--- src/rtl/fetch_unit_pkg.sv ---
// Shared core constants and types for the instruction fetch path.
package fetch_unit_pkg;

    // Canonical NOP (addi x0, x0, 0) used to scrub buffer entries.
    localparam logic [31:0] NOP_INSTR            = 32'h0000_0013;
    localparam logic [31:0] DEFAULT_RESET_VECTOR = 32'h0000_0000;
    localparam int unsigned FETCH_FIFO_DEPTH     = 2;

    // One buffered fetch: the PC it was fetched from and the instruction word.
    typedef struct packed {
        logic [31:0] pc;
        logic [31:0] instr;
    } fetch_entry_t;

    // Fetches are always word aligned; low two bits are dropped.
    function automatic logic [31:0] word_align(input logic [31:0] addr);
        return {addr[31:2], 2'b00};
    endfunction

endpackage

--- src/rtl/fetch_fifo.sv ---
// Small instruction buffer between fetch and decode. Push and pop may occur
// in the same cycle (also when full); flush empties it in one cycle.
module fetch_fifo
    import fetch_unit_pkg::*;
#(
    parameter int unsigned DEPTH = FETCH_FIFO_DEPTH
) (
    input  logic         clk,
    input  logic         reset,
    input  logic         push,
    input  fetch_entry_t push_entry,
    input  logic         pop,
    input  logic         flush,
    output fetch_entry_t head,
    output logic [1:0]   count
);

    localparam int unsigned PTR_W = (DEPTH > 1) ? $clog2(DEPTH) : 1;
    localparam logic [PTR_W-1:0] LAST_PTR = PTR_W'(DEPTH - 1);

    fetch_entry_t     entries_q [DEPTH];
    fetch_entry_t     entries_d [DEPTH];
    logic [DEPTH-1:0] valid_q, valid_d;
    logic [PTR_W-1:0] wr_ptr_q, wr_ptr_d;
    logic [PTR_W-1:0] rd_ptr_q, rd_ptr_d;
    logic [1:0]       count_q, count_d;
    logic             do_push, do_pop;

    assign head  = entries_q[rd_ptr_q];
    assign count = count_q;

    // Next-state: guard against underflow/overflow, then update pointers and count.
    always_comb begin
        entries_d = entries_q;
        valid_d   = valid_q;
        wr_ptr_d  = wr_ptr_q;
        rd_ptr_d  = rd_ptr_q;
        count_d   = count_q;
        do_pop    = pop && valid_q[rd_ptr_q];
        do_push   = push && ((count_q < 2'(DEPTH)) || do_pop);
        if (flush) begin
            valid_d  = '0;
            wr_ptr_d = '0;
            rd_ptr_d = '0;
            count_d  = 2'd0;
        end else begin
            if (do_pop) begin
                valid_d[rd_ptr_q] = 1'b0;
                rd_ptr_d = (rd_ptr_q == LAST_PTR) ? '0 : rd_ptr_q + 1'b1;
            end
            // Applied after the pop so a full-FIFO push into the slot being freed stays valid.
            if (do_push) begin
                entries_d[wr_ptr_q] = push_entry;
                valid_d[wr_ptr_q]   = 1'b1;
                wr_ptr_d = (wr_ptr_q == LAST_PTR) ? '0 : wr_ptr_q + 1'b1;
            end
            case ({do_push, do_pop})
                2'b10:   count_d = count_q + 2'd1;
                2'b01:   count_d = count_q - 2'd1;
                default: count_d = count_q;
            endcase
        end
    end

    // State register; reset scrubs every entry to a NOP at PC 0.
    always_ff @(posedge clk) begin
        if (!reset) begin
            for (int i = 0; i < int'(DEPTH); i++) begin
                entries_q[i] <= '{pc: 32'h0, instr: NOP_INSTR};
            end
            valid_q  <= '0;
            wr_ptr_q <= '0;
            rd_ptr_q <= '0;
            count_q  <= 2'd0;
        end else begin
            entries_q <= entries_d;
            valid_q   <= valid_d;
            wr_ptr_q  <= wr_ptr_d;
            rd_ptr_q  <= rd_ptr_d;
            count_q   <= count_d;
        end
    end

endmodule

--- src/rtl/fetch_unit.sv ---
// Instruction fetch: PC register, bus request address, and a 2-entry buffer
// feeding decode. Redirect flushes the buffer and reloads the PC.
module fetch_unit
    import fetch_unit_pkg::*;
#(
    parameter logic [31:0] RESET_VECTOR = DEFAULT_RESET_VECTOR,
    parameter int unsigned FIFO_DEPTH   = FETCH_FIFO_DEPTH
) (
    input  logic        clk,
    input  logic        reset,
    output logic [31:0] fetch_address,
    input  logic [31:0] fetch_data,
    input  logic        fetch_ready,
    input  logic        redirect,
    input  logic [31:0] redirect_target,
    output logic        out_valid,
    input  logic        out_ready,
    output logic [31:0] out_instr,
    output logic [31:0] out_pc
);

    logic [31:0]  pc_q, pc_d;
    logic [1:0]   count;
    logic         push, pop;
    fetch_entry_t push_entry, head;

    // Address comes straight from the PC flop, so fetch_ready never reaches it.
    assign fetch_address = word_align(pc_q);
    assign out_instr     = head.instr;
    assign out_pc        = head.pc;

    // Handshakes and next PC; redirect outranks push and pop.
    always_comb begin
        out_valid  = reset && (count != 2'd0) && !redirect;
        pop        = out_valid && out_ready;
        push       = fetch_ready && !redirect && ((count < 2'(FIFO_DEPTH)) || pop);
        push_entry = '{pc: pc_q, instr: fetch_data};
        pc_d       = pc_q;
        if (redirect) begin
            pc_d = word_align(redirect_target);
        end else if (push) begin
            pc_d = pc_q + 32'd4;
        end
    end

    // PC register; reset wins over any in-flight fetch or redirect.
    always_ff @(posedge clk) begin
        if (!reset) begin
            pc_q <= RESET_VECTOR;
        end else begin
            pc_q <= pc_d;
        end
    end

    fetch_fifo #(
        .DEPTH(FIFO_DEPTH)
    ) u_fifo (
        .clk        (clk),
        .reset      (reset),
        .push       (push),
        .push_entry (push_entry),
        .pop        (pop),
        .flush      (redirect),
        .head       (head),
        .count      (count)
    );

endmodule
--- config.mk ---
export PLATFORM = sky130hd
export DESIGN_NAME = fetch_unit
export DESIGN_NICKNAME = d
export VERILOG_FILES = /design/src/rtl/fetch_unit_pkg.sv /design/src/rtl/fetch_fifo.sv /design/src/rtl/fetch_unit.sv
export SDC_FILE = /design/constraint.sdc
export NUM_CORES = 1
export LEC_CHECK = 0
export BUFFER_PORTS_ARGS = -buffer_cell sky130_fd_sc_hd__buf_2
export CAP_MARGIN = 20
export CORE_MARGIN = 2
export CORE_UTILIZATION = 55
export DETAILED_ROUTE_END_ITERATION = 8
export GPL_ROUTABILITY_DRIVEN = 1
export PLACE_DENSITY = 0.9
export SKIP_LAST_GASP = 1
export SYNTH_ARGS = -nofsm -noshare
export SYNTH_HDL_FRONTEND = slang
export SYNTH_SLANG_ARGS = --single-unit
--- constraint.sdc ---
create_clock -name clk -period 3.15 [get_ports clk]
set_input_delay 0.4725 -clock clk [delete_from_list [all_inputs] [get_ports clk]]
set_output_delay 0.4725 -clock clk [all_outputs]
set_load 0.03 [all_outputs]
==> results of run 1 <==
[worst max-delay path, cell delays in order, from the launching register on]
cell     delay (ns)
dfxtp_4        0.53
buf_4          0.39
mux2_2         0.39
buf_2          0.18
[registers in the layout (all words and copies together), names as in the netlist]
register,cells
u_fifo.count,2
u_fifo.wr_ptr_q,1
pc_q,30
u_fifo.rd_ptr_q,1
u_fifo.valid_q,2
u_fifo.entries_q,124
[worst max-delay path by stage]
stage / depth (start not counted) / slack [ns] / end
after floorplan: 8 / 0.97 / u_fifo.count[1]
after global placement: 6 / 0.82 / pc_q[31]
after detailed placement: 5 / 0.78 / u_fifo.entries_q[40]
after CTS: 3 / 0.74 / out_pc[17]
after global routing: 3 / 0.67 / out_pc[17]
final: 3 / 0.76 / out_instr[24]
[final cells by class]
cell class | count | area (sq um)
repair buffers | 170 | 910
clock buffers | 22 | 474
fillers | 1103 | 4690
flip-flops and latches | 160 | 3210
inverters | 9 | 33.8
clock inverters | 10 | 85.1
multi-input cells | 603 | 4150
well taps | 180 | 225
[cells in the final DEF (no fill, tap or decap), drive strengths merged, types with 6 or more instances in the layout]
cell,synthesis,layout
a31oi,8,8
mux2i,125,125
xnor2,6,6
o31ai,8,8
nor4,10,10
a21oi,13,13
nand3,16,16
and4,10,10
or4,7,7
nand4,18,18
o21ai,26,26
nor2,21,21
dfxtp,160,160
or3,7,7
buf,31,170
inv,9,10
nand2,195,195
clkinv,0,6
a211oi,7,7
clkbuf,37,22
mux2,62,62
[power groups by stage]
stage	Combinational, W	Clock (W)	Sequential [W]
finish	0.000535	0.00195	0.00217
global route	0.000577	0.00207	0.00218
CTS	0.000535	0.00198	0.00217
detailed placement	0.000532	0	0.00221
global placement	0.000523	0	0.00221
floorplan	0.000344	0	0.00224
[metrics by stage]
| stage | cell area (sq um) | hold WS [ns] | worst slack (ns) |
|---|---|---|---|
| floorplan | 7730 | 0.431 | 0.969 |
| global placement | 8530 | 0.440 | 0.819 |
| detailed placement | 8530 | 0.446 | 0.782 |
| CTS | 9090 | 0.241 | 0.740 |
| global route | 9090 | 0.250 | 0.673 |
| finish | 9090 | 0.248 | 0.758 |
[cells in the mapped netlist, types with 2 or more instances]
cell type,instances,share of area (%)
clkbuf_1,36,1.8
and4_1,10,1.1
buf_6,6,0.88
nor2_1,21,1.0
a311oi_1,4,0.45
o21ai_0,25,1.6
a22oi_1,2,0.19
a21oi_1,12,0.78
dfxtp_1,160,42
buf_2,11,0.71
nand3_1,15,0.97
or3_1,7,0.57
and3b_1,2,0.23
ha_1,2,0.32
o311a_1,3,0.39
nor3_1,5,0.32
nand2b_1,3,0.24
o31ai_1,7,0.68
buf_1,3,0.15
a31oi_1,8,0.65
inv_1,9,0.44
xnor2_1,6,0.68
and3_1,5,0.41
nor2b_1,2,0.16
xor2_1,3,0.34
a211oi_1,7,0.68
nor4_1,10,0.81
or4_1,7,0.68
and2_1,3,0.24
a211o_1,3,0.34
nor3b_1,3,0.29
nand2_1,195,9.5
a2111oi_0,2,0.23
nand4_1,18,1.5
mux2i_1,125,16
mux2_2,62,9.0
o31a_1,4,0.45
buf_4,11,1.1
or3b_2,2,0.23
[kinds of logic after synthesis]
kind of cell | after synthesis
and+or+nand+nor | 312
muxes | 187
DFF | 160
AOI/OAI and AO/OA | 89
buffers and inverters | 77
xor gates and xnor gates | 9
adders and majority gates | 2
other | 1
[metal layers]
metal  vias up  track usage [%]  routed length [um]
met5         -                0                   0
met4         0             8.55                 294
met3        27             6.74                1540
met2       262             42.2                8920
met1      3143             30.4                7830
li1       3208                -                   -
==> metrics.txt, run 1 <==
critical path data arrival time 1.92 ns; Worst VDD drop around 0.35 mV; Clock Path Buffers 2; DP HPWL 12.9 mm; number of max-slew violations in the final report 0; Distinct cells, synth 57; layout cell share with drive strength beyond 1 28.3%; P_sw roughly 0.0012 W; Boundary Pins 166; routability congestion estimate 0.851; initial core utilization between 50% and 60%; Ys Warns 0; Hold Path End pc_q[7]; TritonCTS clock tree built; Hold Vio Cnt, Final 0; leakage dissipation 4.10 nW; DIE AREA 15000 sq um; Switching Share 26.3%; Max-cap violations 0; startpoint types flip-flop; Post-Syn Area ~7700 sq um; TritonCTS Buffers 17; Final min period 2.39 ns; register bit total from synthesis 160; CP max FO 25; pwr/cell area 512 nW/um^2; Slew @ Worst Pin 1.02 ns; worst-skew pair later-pin latency 0.42 ns; Avg Inst Size Synth 9.22 sq um; CP Capture Type output pin; Synth Area in Compound Gates 7.88%; I/O Buffers 159; Post-CTS Resized 0; sequential share of the synthesized area 41.5%; Post-Route WL 18.6 mm; post-route ant nets 0; vias in the first global route 6262; number of enable flip-flop cells after synthesis 0; hold depth 3; # diodes 0; vias per inst about 5.8; Global Route Usage Sum about a quarter; end of the worst register-to-register path u_fifo.entries_q[23]; Root Driver clkbuf_16; r2r setup slk 0.94 ns; wire per inst 16.1 um; Fin Setup TNS 0 ns; CTS clk-pin slew, worst paths 0.06 ns; Seq pwr share 46.7%; f_max 418 MHz; iteration-0 DRC count of the detailed router 579; GRT overflow 0; P&R area growth vs syn 17.8%; first-pass GRT wire length 29.8 mm; largest net degree at the start of global routing 114; clock skew 0.0125 ns; r2r worst-path depth 5; drt first pass iters 5; ys flop type dfxtp_1; count of final setup violators 0; Final Power 0.00465 W; Comb power frac 11.5%; Crit Path Category reg -> out; clock network power share 41.8%; Int Pwr 0.00343 W; Die Wd 122 um; dpl cells 1122; H-Tree Depth 4; final cell count without fillers 1154; worst r2r src u_fifo.count[1]; post-synthesis simple-gate area fraction 18.9%; ys async rst share 0%; NumNets Final between 1k and 1.5k; hold_buf cts 0; Crit path required time 2.68 ns; row count 43; largest family of logic cells by synthesized area multiplexers; Hold Path Origin redirect_target[7]; Crit. Startpoint u_fifo.rd_ptr_q; multiplexer share of the synthesized area 25.3%; Vert. Die Dim 122 um; Final Util 66.0%; RSZ-0062 raised after global routing no; Max-slew headroom 31.8%; Post-Syn Instances between 800 and 900; status completed; xor and xnor area share after synthesis about 1%; adder-cell share of the synthesized area 0.324%; antenna violations before repair 0; Core Footprint 13800 sq um; DRC violations left 0; Final period util between 70% and 80%; postcts setup bufs 0; clock net sink count 160; detailed-route via count 6640; Hold Crit Class in -> reg
(Power assumes the default switching activity.)
==> run 2: changes to the inputs <==
Settings changed: CORE_UTILIZATION 55 to 50, PLACE_DENSITY 0.9 to 0.87.
Clock period 3.15 ns to 2 ns, I/O delays scaled along.
==> metrics.txt, run 2 (synthesis results as in run 1) <==
DIE AREA 16400 sq um (was 15000 sq um); final cell count without fillers 1188 (was 1154); initial core utilization 51.0% (was 56.0%); vias per inst 5.57 (was 5.75); Crit. Startpoint u_fifo.rd_ptr_q (unchanged); wire per inst 16.3 um (was 16.1 um); Crit path required time 1.70 ns (was 2.68 ns); max FFs per register 124 (unchanged); Fill cells 1226 (was 1103); Largest regs u_fifo.entries_q: 124 flops, pc_q: 30 flops (unchanged); leakage dissipation 4.28 nW (was 4.10 nW); startpoint types flip-flop (unchanged); Worst VDD drop 0.809 mV (was 0.352 mV); layout cell share with drive strength beyond 1 30.5% (was 28.3%); dpl ws 0.0124 ns (was 0.782 ns); Max-cap violations 0 (unchanged); number of max-slew violations in the final report 0 (unchanged); CTS clk-pin slew, worst paths 0.06 ns (about the same); r2r setup slk 0.10 ns (was 0.94 ns); largest net degree at the start of global routing 105 (was 114); CP Capture Type output pin (unchanged); clock skew 0.00652 ns (was 0.0125 ns); row count 45 (was 43); Slew @ Worst Pin 0.951 ns (was 1.02 ns); Hold Path Origin redirect_target[7] (unchanged); P&R area growth vs syn 22.2% (was 17.8%); f_max around 520 MHz; Vert. Die Dim 128 um (was 122 um); vias in the first global route 6288 (was 6262); Max-slew headroom 36.6% (was 31.8%); clock net sink count 160 (unchanged); DP HPWL 13.2 mm (was 12.9 mm); Final period util 95.9%; Core Footprint 15100 sq um (was 13800 sq um); # diodes 0 (unchanged); TritonCTS clock tree built (unchanged); detailed-route via count 6616 (was 6640); slack of the critical path 0.0816 ns (was 0.758 ns); iteration-0 DRC count of the detailed router 331 (was 579); drt first pass iters 5 (unchanged); r2r worst-path depth 6 (was 5); Global Route Usage Sum 23.1% (was 24.9%); Final Power 0.00775 W (was 0.00465 W); Boundary Pins 166 (unchanged); Post-DP Area 8770 sq um (was 8530 sq um); count of final setup violators 0 (unchanged); DRC violations left 0 (unchanged); RSZ-0062 raised after global routing no (unchanged); end of the worst register-to-register path u_fifo.count[1] (was u_fifo.entries_q[23]); Hold Vio Cnt, Final 0 (unchanged); Die Wd 128 um (was 122 um); Post-Route WL 19.3 mm (was 18.6 mm); I/O Buffers 159 (unchanged); Multi-input gate area 4160 sq um (was 4150 sq um); GRT overflow 0 (unchanged); Most flops, register u_fifo.entries_q (unchanged); dpl cells 1155 (was 1122); critical path data arrival time 1.62 ns (was 1.92 ns); Crit Path Category reg -> out (unchanged); Final Cell Area 9430 sq um (was 9090 sq um); Final min period 1.92 ns; pwr/cell area 822 nW/um^2 (was 512 nW/um^2); Root Driver clkbuf_16 (unchanged); NumNets Final 1058 (was 1032); sequential cell area 3210 sq um (unchanged); first-pass GRT wire length 30.5 mm (was 29.8 mm); TritonCTS Buffers 17 (unchanged); antenna violations before repair 1 (was 0); most common cell after layout, fill and taps aside nand2_1 (unchanged); Final Util 62.3% (was 66.0%); hold_buf cts 0 (unchanged); Hold Crit Class in -> reg (unchanged); Clock Path Buffers 2 (unchanged); status completed (unchanged); post-route ant nets 0 (unchanged); routability congestion estimate 0.874 (was 0.851); postcts setup bufs 0 (unchanged); H-Tree Depth 4 (unchanged); Setup crit end out_instr[13] (was out_instr[24]); worst r2r src u_fifo.count[1] (unchanged); CP max FO 32 (was 25); worst-skew pair later-pin latency 0.42 ns (about the same); commonest cells after routing, fill and taps aside nand2_1, dfxtp_1, buf_2, mux2i_1, mux2_2 (unchanged)
[run 2: report_power, final]
part / switching, W / internal (W)
logic: 0.000572 / 0.000336
registers: 0.000104 / 0.00329
clock network: 0.00132 / 0.00212
[run 2: worst max-delay path, cell delays in order (launching register included)]
cell	delay, ns
dfxtp_4	0.39
clkbuf_16	0.26
mux2_2	0.36
buf_2	0.18
[run 2: per-layer routing]
| metal | part of all wire, % | track usage, % |
|---|---|---|
| met5 | 0 | 0 |
| met3 | 6.3 | 6.39 |
| met2 | 48 | 39.1 |
| met4 | 1.5 | 8.02 |
| met1 | 44 | 28.2 |
[run 2: how the worst min path moves through the flow]
stage                                        to  depth (start not counted)
after floorplan                         pc_q[7]                          2
after global placement     u_fifo.entries_q[69]                          2
after detailed placement  u_fifo.entries_q[118]                          2
after CTS                               pc_q[7]                          3
after global routing                    pc_q[7]                          3
final                                   pc_q[7]                          3
[run 2: area by class of cell]
type | count | share of cell area (%)
multi-input combinational | 603 | 44.1
sequential | 160 | 34.0
timing repair buffer | 196 | 12.4
clock buffer | 18 | 4.66
tap | 188 | 2.49
clock inverter | 14 | 2.00
inverter | 9 | 0.358
[run 2: what timing repair did]
item | 4_1_cts | 5_1_grt
endpoints found under the setup margin | 49 | 62
gates cloned | 0 | 1
resized for setup | 1 | 0
[run 2: metrics by stage]
stage	hold WS, ns	TNS (ns)
2_1_floorplan	0.408	0
3_3_place_gp	0.439	0
3_5_place_dp	0.445	0
4_1_cts	0.0712	-0.0758
5_1_grt	0.0908	0
6_report	0.0888	0
